## src/rtl/audio_pkg.sv

```systemverilog
// Shared record-path constants and the capture FSM state type.
package audio_pkg;

  localparam int unsigned DATA_W = 16;
  localparam int unsigned ADDR_W = 18;
  localparam logic [ADDR_W-1:0] ADDR_MAX = 18'h3FFFF;

  typedef enum logic [2:0] {
    IDLE,
    SYNC,
    SHIFT,
    WRITE,
    DONE
  } cap_state_t;

endpackage

```

## src/rtl/adc_capture_if.sv

```systemverilog
// SRAM write bus plus capture status, driven by adc_capture (master) and
// consumed by the top-level SRAM mux / progress display (slave).
interface adc_capture_if;
  import audio_pkg::*;

  logic [ADDR_W-1:0] sram_addr;
  logic [DATA_W-1:0] sram_wdata;
  logic              sram_we;
  logic              bus_own;
  logic              full;
  logic [ADDR_W-1:0] rec_addr;

  modport master (
    output sram_addr, sram_wdata, sram_we, bus_own, full, rec_addr
  );

  modport slave (
    input sram_addr, sram_wdata, sram_we, bus_own, full, rec_addr
  );

endinterface

```

## src/rtl/i2s_rx_shift.sv

```systemverilog
// I2S serial-to-parallel shifter: MSB-first shift register with a bit
// counter. Shifts while en is high until WIDTH bits are held, then raises
// done for exactly one cycle (registered, one edge after the LSB edge).
// clr rewinds the counter so a new sample can start.
module i2s_rx_shift
  import audio_pkg::*;
#(
  parameter int unsigned WIDTH = DATA_W
) (
  input  logic             clk,
  input  logic             rst,
  input  logic             clr,
  input  logic             en,
  input  logic             din,
  output logic [WIDTH-1:0] data,
  output logic             done
);

  localparam int unsigned CNT_W = $clog2(WIDTH) + 1;
  localparam logic [CNT_W-1:0] NBITS = CNT_W'(WIDTH);
  localparam logic [CNT_W-1:0] LAST  = CNT_W'(WIDTH - 1);

  logic [CNT_W-1:0] bitcnt;

  // Shift register, bit counter and single-cycle done pulse.
  always_ff @(posedge clk) begin
    if (rst) begin
      data   <= '0;
      bitcnt <= '0;
      done   <= 1'b0;
    end else begin
      done <= 1'b0;
      if (clr) begin
        bitcnt <= '0;
      end else if (en && (bitcnt < NBITS)) begin
        data   <= {data[WIDTH-2:0], din};
        bitcnt <= bitcnt + CNT_W'(1);
        done   <= (bitcnt == LAST);
      end
    end
  end

endmodule

```

## src/rtl/adc_capture.sv

```systemverilog
// adc_capture: record-path stage. Deserializes the left slot of the WM8731
// ADC I2S stream and writes each sample to SRAM at an incrementing address
// until the buffer is full. Runs entirely on bclk.
// Optional build macro REC_DECIM_EN adds decim[3:0]: only every decim-th
// captured sample is written (0 or 1 = every sample).
module adc_capture #(
  parameter int unsigned              DATA_W   = audio_pkg::DATA_W,
  parameter int unsigned              ADDR_W   = audio_pkg::ADDR_W,
  parameter logic [ADDR_W-1:0]        ADDR_MAX = audio_pkg::ADDR_MAX
) (
  input  logic              bclk,
  input  logic              rst,
  input  logic              record,
  input  logic              addr_clr,
  input  logic              adclrc,
  input  logic              adcdat,
`ifdef REC_DECIM_EN
  input  logic [3:0]        decim,
`endif
  adc_capture_if.master     bus
);
  import audio_pkg::*;

  cap_state_t state;
  cap_state_t state_nx;

  logic              lrc_d;
  logic              lrc_fall;
  logic              lrc_rise;
  logic [ADDR_W-1:0] rec_addr;
  logic              full;
  logic [DATA_W-1:0] shreg;
  logic              shift_done;
  logic              shift_clr;
  logic              shift_en;
  logic              keep;

  // LR clock delayed one cycle for slot-edge detection.
  always_ff @(posedge bclk) begin
    if (rst) lrc_d <= 1'b0;
    else     lrc_d <= adclrc;
  end

  // Slot-edge decode: falling = left slot starts, rising = right slot starts.
  always_comb begin
    lrc_fall = !adclrc && lrc_d;
    lrc_rise = adclrc && !lrc_d;
  end

  // Shifter runs only in SHIFT; any other state rewinds its counter.
  always_comb begin
    shift_en  = (state == SHIFT);
    shift_clr = (state != SHIFT);
  end

  i2s_rx_shift #(.WIDTH(DATA_W)) u_shift (
    .clk  (bclk),
    .rst  (rst),
    .clr  (shift_clr),
    .en   (shift_en),
    .din  (adcdat),
    .data (shreg),
    .done (shift_done)
  );

`ifdef REC_DECIM_EN
  logic [3:0] dcnt;
  logic [3:0] dlim;
  logic       sample_ok;

  // A sample counts as captured when it completes SHIFT without abort.
  always_comb begin
    sample_ok = (state == SHIFT) && record && !lrc_rise && shift_done;
    keep      = (dcnt == '0);
  end

  // Decimation phase: decim is latched on each kept sample so a change
  // only takes effect from the next kept sample onward.
  always_ff @(posedge bclk) begin
    if (rst || addr_clr) begin
      dcnt <= '0;
      dlim <= '0;
    end else if (sample_ok) begin
      if (dcnt == '0) begin
        dlim <= decim;
        dcnt <= (decim > 4'd1) ? 4'd1 : 4'd0;
      end else begin
        dcnt <= ((dcnt + 4'd1) >= dlim) ? 4'd0 : dcnt + 4'd1;
      end
    end
  end
`else
  // Every captured sample is written.
  always_comb keep = 1'b1;
`endif

  // Capture FSM next-state logic.
  always_comb begin
    state_nx = state;
    case (state)
      IDLE:  if (record && !full) state_nx = SYNC;
      SYNC: begin
        if (!record)       state_nx = IDLE;
        else if (lrc_fall) state_nx = SHIFT;
      end
      SHIFT: begin
        if (!record)         state_nx = IDLE;
        else if (lrc_rise)   state_nx = SYNC;
        else if (shift_done) state_nx = keep ? WRITE : SYNC;
      end
      WRITE: begin
        if (rec_addr == ADDR_MAX) state_nx = DONE;
        else if (record)          state_nx = SYNC;
        else                      state_nx = IDLE;
      end
      DONE:    state_nx = DONE;
      default: state_nx = IDLE;
    endcase
    if (addr_clr) state_nx = IDLE;
  end

  // State, address/full tracking and registered SRAM bus. bus_own stays
  // high for the strobe cycle that follows WRITE even when the FSM moves
  // to DONE/IDLE, so a write never lands without bus ownership.
  always_ff @(posedge bclk) begin
    if (rst) begin
      state          <= IDLE;
      rec_addr       <= '0;
      full           <= 1'b0;
      bus.sram_addr  <= '0;
      bus.sram_wdata <= '0;
      bus.sram_we    <= 1'b0;
      bus.bus_own    <= 1'b0;
    end else begin
      state       <= state_nx;
      bus.sram_we <= (state == WRITE) && !addr_clr;
      bus.bus_own <= (state_nx inside {SYNC, SHIFT, WRITE}) ||
                     ((state == WRITE) && !addr_clr);
      if ((state == WRITE) && !addr_clr) begin
        bus.sram_addr  <= rec_addr;
        bus.sram_wdata <= shreg;
      end
      if (addr_clr) begin
        rec_addr <= '0;
        full     <= 1'b0;
      end else if (state == WRITE) begin
        if (rec_addr == ADDR_MAX) full <= 1'b1;
        else                      rec_addr <= rec_addr + 1'b1;
      end
    end
  end

  // Status outputs.
  always_comb begin
    bus.full     = full;
    bus.rec_addr = rec_addr;
  end

endmodule

```

## src/flat_wrapper.sv

```systemverilog
// flat-port wrapper written by rule: the top's interface ports become plain ports
module adc_capture_flat import audio_pkg::*;
#(
  parameter int unsigned              DATA_W   = audio_pkg::DATA_W,
  parameter int unsigned              ADDR_W   = audio_pkg::ADDR_W,
  parameter logic [ADDR_W-1:0]        ADDR_MAX = audio_pkg::ADDR_MAX
)
  (bclk, rst, record, addr_clr, adclrc, adcdat, bus_sram_addr, bus_sram_wdata, bus_sram_we, bus_bus_own, bus_full, bus_rec_addr);
  adc_capture_if bus_i ();
  input  logic bclk;
  input  logic rst;
  input  logic record;
  input  logic addr_clr;
  input  logic adclrc;
  input  logic adcdat;
  output wire logic [$bits(bus_i.sram_addr)-1:0] bus_sram_addr;
  output wire logic [$bits(bus_i.sram_wdata)-1:0] bus_sram_wdata;
  output wire logic [$bits(bus_i.sram_we)-1:0] bus_sram_we;
  output wire logic [$bits(bus_i.bus_own)-1:0] bus_bus_own;
  output wire logic [$bits(bus_i.full)-1:0] bus_full;
  output wire logic [$bits(bus_i.rec_addr)-1:0] bus_rec_addr;
  assign bus_sram_addr = bus_i.sram_addr;
  assign bus_sram_wdata = bus_i.sram_wdata;
  assign bus_sram_we = bus_i.sram_we;
  assign bus_bus_own = bus_i.bus_own;
  assign bus_full = bus_i.full;
  assign bus_rec_addr = bus_i.rec_addr;
  adc_capture #(.DATA_W(DATA_W), .ADDR_W(ADDR_W), .ADDR_MAX(ADDR_MAX)) u_core (.bclk(bclk), .rst(rst), .record(record), .addr_clr(addr_clr), .adclrc(adclrc), .adcdat(adcdat), .bus(bus_i));
endmodule
```

## config.mk

```make
export PLATFORM = sky130hd
export DESIGN_NAME = adc_capture_flat
export DESIGN_NICKNAME = d
export VERILOG_FILES = /design/src/rtl/audio_pkg.sv /design/src/rtl/adc_capture_if.sv /design/src/rtl/i2s_rx_shift.sv /design/src/rtl/adc_capture.sv /design/src/flat_wrapper.sv
export SDC_FILE = /design/constraint.sdc
export NUM_CORES = 1
export LEC_CHECK = 0
export CAP_MARGIN = 10
export CELL_PAD_IN_SITES_DETAIL_PLACEMENT = 0
export CELL_PAD_IN_SITES_GLOBAL_PLACEMENT = 1
export CORE_UTILIZATION = 35
export CTS_CLUSTER_DIAMETER = 40
export CTS_CLUSTER_SIZE = 16
export DETAILED_ROUTE_END_ITERATION = 7
export HOLD_SLACK_MARGIN = 0.05
export MAX_ROUTING_LAYER = met4
export PLACE_DENSITY_LB_ADDON = 0.1
export SKIP_CTS_REPAIR_TIMING = 1
export SLEW_MARGIN = 20
export SYNTH_ARGS = -nofsm -noshare
export SYNTH_HDL_FRONTEND = slang
export SYNTH_SLANG_ARGS = --single-unit
export TNS_END_PERCENT = 5
```

## constraint.sdc

```tcl
create_clock -name bclk -period 1.6 [get_ports bclk]
set_input_delay 0.16 -clock bclk [delete_from_list [all_inputs] [get_ports bclk]]
set_output_delay 0.16 -clock bclk [all_outputs]
set_load 0.01 [all_outputs]
```

==> summary.md, run 1 <==
| Metric | Value |
|---|---|
| Run status | complete, no violations |
| Core box area | roughly 9300 µm² |
| CTS Root Cell | clkbuf_8 |
| Final Critical Period | ~1600 ps |
| Yosys warning total | 0 |
| Worst r2r path cells | 5 |
| Setup slack after layout | about 22 ps |
| Gate Count Post-Synth | roughly 400 |
| Kind of critical path | reg2reg |
| Antenna violations before repair | 0 |
| Inserted Clock Buffers | 9 |
| PD cells | 828.1 nW/µm² |
| Pre-CTS setup slack | between 5 and 6 ps |
| Largest net degree at the start of global routing | 23 |
| Arrival time at the worst endpoint | ~1900 ps |
| Routed Antenna Nets | 0 |
| WL final | 8360 µm |
| Syn_area_per_cell | about 8.3 µm² |
| WHS Path Cells | 2 |
| HPWL Detailed | between 6000 and 7000 µm |
| Final Hold Vio Count | 0 |
| Die H | roughly 100 µm |
| Most common cell in the netlist | nand2_1 |
| Worst VDD drop | 0.4763 mV |
| RSZ-0062 raised after global routing | true |
| Die ar. | 9994 µm² |
| Hold WC Path Type | in2reg |
| Max-Slew Margin vs Limit | between 70% and 80% |
| GR Overflow Total | 0 |
| Layout Skew | roughly 9.8 ps |
| Vias | just over 3k |
| Synth Net Count | around 410 |
| Post-synth EDFFs | 0 |
| Fin. max-slew vios | 0 |
| Async SR Flop Fraction | 0% |
| Max Fclk | 633.7 MHz |
| Req. time, crit path | between 1500 and 2000 ps |
| CP Launch Type | flop |
| Deepest clock path buffer count | 2 |
| Register bit total from synthesis | roughly 80 |
| Final period util | between 90% and 100% |
| Drt via density | around 5 |
| # rows | 35 |
| Fill cells | around 940 |
| # nets final | 500 |
| # setup viols final | 0 |
| Post-layout util | just under 50% |
| Worst Path Max Fanout | 8 |
| CTS sink count | 81 |
| Yosys top cell area share | between 40% and 50% |
| Die W | 99.97 µm |
| Overall Power | approximately 3.8 mW |
| Clock edge transition at the registers on the reported setup and hold paths | about 90 ps |
| DR iter-0 viols | between 100 and 150 |
| Number of port buffers | 60 |
| Register area share after synthesis | 48.27% |
| Post-synth top cells | nand2_1, dfxtp_1, a21oi_1 |
| Ys flop type | dfxtp_1 |
| Setup crit end kind | flop |
| Mapped Area | about 3400 µm² |
| Slew @ Worst Pin | roughly 380 ps |
| Placer Congestion | 0.8585 |
| First-pass GRT wire length | 13740 µm |
| DRT Pass-1 Iters | 6 |
| DRC | 0 |
| Area leader, netlist | dfxtp_1 |
| Vias in the first global route | roughly 2.8k |
| Ports | 61 |
| Worst skew pair latency | ~350 ps |
| Diodes inserted | 0 |
| Layout cell share with drive strength beyond 1 | ~17% |
| Synth top area cells | dfxtp_1, nand2_1, a21oi_1, mux2i_1, or3_1 |
| Detailed-route wire length per cell | ~13 µm |
| Hold slack | 88.62 ps |
| Starting Density | between 30 and 40% |
| Cell variety after synth | 44 |
| Total GRT Usage | 17.88% |
| Max-cap violations | 0 |
| Leak pwr | approximately 1.7 nW |
| CTS tree | yes |
| P&R area growth vs syn | 37.24% |
| H-tree depth | 3 |
-- area by class of cell --
type,instances,area (µm²),area share [%]
repair buffers,101,928.4,20.14
clock buffers,9,123.9,2.687
inverters,5,18.77,0.4071
clock inverters,7,101.3,2.198
well taps,129,161.4,3.501
multi-input cells,293,1637,35.50
flip-flops and latches,81,1640,35.58
-- cell usage in the layout (no fill, tap or decap), drive strengths merged, types with 4 or more instances in the layout --
cell           instances
clkbuf                 9
dfxtp                 81
nand4                  8
a31oi                  6
and4                   4
o21ai                  5
a21oi                 61
nand3                  4
or3                   11
clkdlybuf4s50         57
nand2                122
buf                   42
nor4                   4
inv                    7
nor2                  15
a211oi                 4
mux2i                 11
-- metal layers --
metal | GRT usage, % | wire length [µm] | vias to the layer above | part of all wire [%]
li1 | - | - | 1569 | -
met1 | 21.36 | 3904 | 1445 | 47
met2 | 30.03 | 4110 | 43 | 49
met3 | 3.203 | 225 | 13 | 2.7
met4 | 6.912 | 119 | 0 | 1.4
met5 | - | 0 | - | 0
-- flip-flops by register name (all words and copies together) (netlist names) --
name                   flops
u_core.bus.rec_addr       18
u_core.bus.sram_addr      18
u_core.bus.sram_wdata     16
u_core.u_shift.data       16
u_core.u_shift.bitcnt      5
u_core.state               3
u_core.bus.bus_own         1
u_core.bus.full            1
u_core.bus.sram_we         1
u_core.lrc_d               1
u_core.u_shift.done        1
-- critical path: stages (launching register included) --
cell,delay [ps]
dfxtp_2,360
ha_4,160
nand4b_4,160
a21o_1,240
or4_4,430
a21oi_2,160
-- per-stage QoR --
stage               cells  area, µm²  TNS, ps
finish                625       4611        0
detailed placement    608       4320        0
global placement      608       4320        0
floorplan             403       3364        0
global route          625       4611   -79.82
CTS                   624       4546   -60.82
-- final timing paths --
| kind | startpoint | to | slack [ps] |
|---|---|---|---|
| worst min-delay path | rst | u_core.bus.sram_wdata[15] | 90 |
| worst max register to register | u_core.bus.rec_addr[0] | u_core.bus.rec_addr[14] | 20 |
| worst min register to register | u_core.bus.sram_addr[2] | u_core.bus.sram_addr[2] | 460 |
| worst max-delay path | u_core.bus.rec_addr[0] | u_core.bus.rec_addr[14] | 20 |
-- power by group --
group          switching, mW  internal [mW]  leakage, nW
Combinational         0.0578         0.0387        0.890
Sequential           0.00246           2.01        0.659
Clock                  0.810          0.895        0.112
Total                  0.870           2.95         1.66
-- cell families (layout without fill, tap and decap cells) --
group                      Yosys count  count (layout)  synth area share (%)
DFF                                 81              81                 48.27
muxes                               11              11                 3.278
adders and majority gates            3               3                 1.117
AOI/OAI and AO/OA                   85              85                 14.15
and+or+nand+nor                    191             191                 28.45
xor gates and xnor gates             3               3                0.7823
buffers and inverters               29             122                 3.948
Power figures use the tool's default switching activity.
==> run 2, diff against run 1 <==
SKIP_CTS_REPAIR_TIMING = not set   (was 1)
==> summary.md, run 2 (synthesized netlist as in run 1, its figures left out) <==
| Metric | Value |
|---|---|
| DP Area | 4320 µm² (unchanged) |
| Worst skew pair latency | 350 ps (about the same) |
| Overall Power | 3.813 mW (was 3.818 mW) |
| Final period util | 98.29% (was 98.63%) |
| # rows | 35 (unchanged) |
| Req. time, crit path | 1440 ps (was 1880 ps) |
| Reg power frac | 52.8% (about the same) |
| WHS Path Cells | 2 (unchanged) |
| Final Hold Vio Count | 0 (unchanged) |
| Arrival time at the worst endpoint | 1410 ps (was 1860 ps) |
| Critical path origin | u_core.bus.rec_addr[14] (was u_core.bus.rec_addr[0]) |
| Detailed-route wire length per cell | 13.44 µm (was 13.38 µm) |
| Slew @ Worst Pin | 307.5 ps (was 383.2 ps) |
| First-pass GRT wire length | 13840 µm (was 13740 µm) |
| DRC | 0 (unchanged) |
| FF-to-FF End | u_core.bus.rec_addr[14] (unchanged) |
| Max-cap violations | 0 (unchanged) |
| Layout Skew | 9.958 ps (was 9.846 ps) |
| RSZ-0062 raised after global routing | true (unchanged) |
| HPWL Detailed | 6033 µm (unchanged) |
| GR Overflow Total | 0 (unchanged) |
| Multi-input gate area | 1645 µm² (was 1637 µm²) |
| Clock power share | 44.6% (was 44.7%) |
| Core box area | 9284 µm² (unchanged) |
| Kind of critical path | reg2out (was reg2reg) |
| Deepest clock path buffer count | 2 (unchanged) |
| # setup viols final | 0 (unchanged) |
| PD cells | 822.6 nW/µm² (was 828.1 nW/µm²) |
| Ports | 61 (unchanged) |
| Run status | complete, no violations (unchanged) |
| DRT Pass-1 Iters | 4 (was 6) |
| Placer Congestion | 0.8585 (unchanged) |
| Final Critical Period | 1573 ps (was 1578 ps) |
| Diodes inserted | 0 (unchanged) |
| H-tree depth | 3 (unchanged) |
| Post-CTS Hold Buffers | 0 |
| DR iter-0 viols | 99 (was 112) |
| Die ar. | 9994 µm² (unchanged) |
| Vias in the first global route | 2854 (was 2825) |
| CTS sink count | 81 (unchanged) |
| Die H | 99.97 µm (unchanged) |
| Largest net degree at the start of global routing | 23 (unchanged) |
| Inserted Clock Buffers | 9 (unchanged) |
| Fin. max-slew vios | 0 (unchanged) |
| Max-Slew Margin vs Limit | 79.37% (was 74.22%) |
| Finished layout cell area | 4636 µm² (was 4611 µm²) |
| Leak pwr | 1.667 nW (was 1.660 nW) |
| # nets final | 502 (was 500) |
| Fill cells | 932 (was 937) |
| Most frequent cells in the layout | nand2_1, dfxtp_1, a21oi_1 (unchanged) |
| Worst Path Max Fanout | 5 (was 8) |
| Worst r2r path cells | 5 (unchanged) |
| RR Startpoint | u_core.bus.rec_addr[0] (unchanged) |
| Routed Antenna Nets | 0 (unchanged) |
| Drt via density | 4.907 (was 4.912) |
| P&R area growth vs syn | 37.99% (was 37.24%) |
| CP Launch Type | flop (unchanged) |
| CTS Root Cell | clkbuf_8 (unchanged) |
| Clock edge transition at the registers on the reported setup and hold paths | 90 ps (about the same) |
| Max Fclk | 635.9 MHz (was 633.7 MHz) |
| Starting Density | 36.19% (unchanged) |
| Vias | 3077 (was 3070) |
| Post-layout util | 49.93% (was 49.66%) |
| Post-Layout Cell Count | 627 (was 625) |
| Worst VDD drop | 0.4763 mV (about the same) |
| Number of port buffers | 60 (unchanged) |
| CTS tree | yes (unchanged) |
| CP endpoint | bus_rec_addr[14] (was u_core.bus.rec_addr[14]) |
| Regs by FF count | u_core.bus.rec_addr: 18 flops, u_core.bus.sram_addr: 18 flops (unchanged) |
| Placed cell count | 608 (unchanged) |
| Pint | 2.947 mW (was 2.948 mW) |
| Flip-flop and latch area | 1642 µm² (was 1640 µm²) |
| Reg2Reg Setup Slack | 50 ps (was 20 ps) |
| Total GRT Usage | 18.02% (was 17.88%) |
| Commonest non-fill, non-tap cell in the layout | nand2_1 (unchanged) |
| Layout cell share with drive strength beyond 1 | 17.47% (was 17.14%) |
| Combinational share of power | 2.5% (about the same) |
| Die W | 99.97 µm (unchanged) |
| Hold WC Path Type | in2reg (unchanged) |
| WL final | 8427 µm (was 8360 µm) |
| Setup crit end kind | output pin (was flop) |
| Switching share of power | 22.73% (was 22.79%) |
| Antenna violations before repair | 0 (unchanged) |
| Switching power | 0.8669 mW (was 0.8701 mW) |
==> run 2: cell count changes in the layout (fill, tap and decap cells not counted), sizes merged <==
| cell | previous run | this run |
|---|---|---|
| buf | 42 | 44 |
==> run 2: how the worst min path moves through the flow <==
stage | start | to
6_report | rst | u_core.bus.sram_wdata[15]
5_1_grt | rst | u_core.u_shift.done
4_1_cts | rst | u_core.bus.sram_wdata[15]
2_1_floorplan | adclrc | u_core.lrc_d
3_3_place_gp | u_core.bus.sram_addr[2] | u_core.bus.sram_addr[2]
3_5_place_dp | u_core.bus.sram_addr[2] | u_core.bus.sram_addr[2]
==> run 2: through the flow <==
| step | hold WS [ps] | setup TNS (ps) | worst slack [ps] |
|---|---|---|---|
| final | 94.79 | 0 | 27.41 |
| after global routing | 101.7 | -62.05 | -30.41 |
| after CTS | 89.50 | 0 | 8.927 |
| after detailed placement | 445.3 | 0 | 5.663 |
| after global placement | 441.4 | 0 | 35.85 |
| after floorplan | 288.2 | 0 | 62.67 |
==> run 2: what timing repair did <==
action,in CTS,in global routing
setup endpoints to repair,3,54
pin swaps,0,2
resized for setup,4,18
buffers inserted,2,1
==> run 2: layout make-up <==
class                      instances  area share [%]
timing repair buffer             103           20.35
inverter                           5          0.4049
clock buffer                       9           2.672
multi-input combinational        293           35.49
sequential                        81           35.41
tap                              129           3.482
clock inverter                     7           2.186
==> run 2: critical path, stage by stage, from the launching register on <==
cell	delay, ps
dfxtp_1	380
buf_4	150
clkdlybuf4s50_1	530
==> run 2: layer usage <==
layer  vias up  part of all wire (%)  GRT usage, %
met4         0                   1.2         6.912
li1       1573                     -             -
met2        47                    49         30.40
met3        10                   2.8         3.203
met1      1447                    47         21.45
met5         -                     0             -
==> run 2: power groups by stage <==
stage                     clock, mW  combinational (mW)  sequential (mW)
after floorplan                   0              0.0535             2.07
after global placement            0              0.0961             2.07
after detailed placement          0              0.0970             2.07
after CTS                      1.75              0.0973             2.02
after global routing           1.83               0.107             2.02
final                          1.70              0.0970             2.01
==> run 3, diff against run 2 <==
CAP_MARGIN = not set   (was 10)
==> results of run 3 <==
No change in the layout: final DEF, timing and power equal those of run 2.
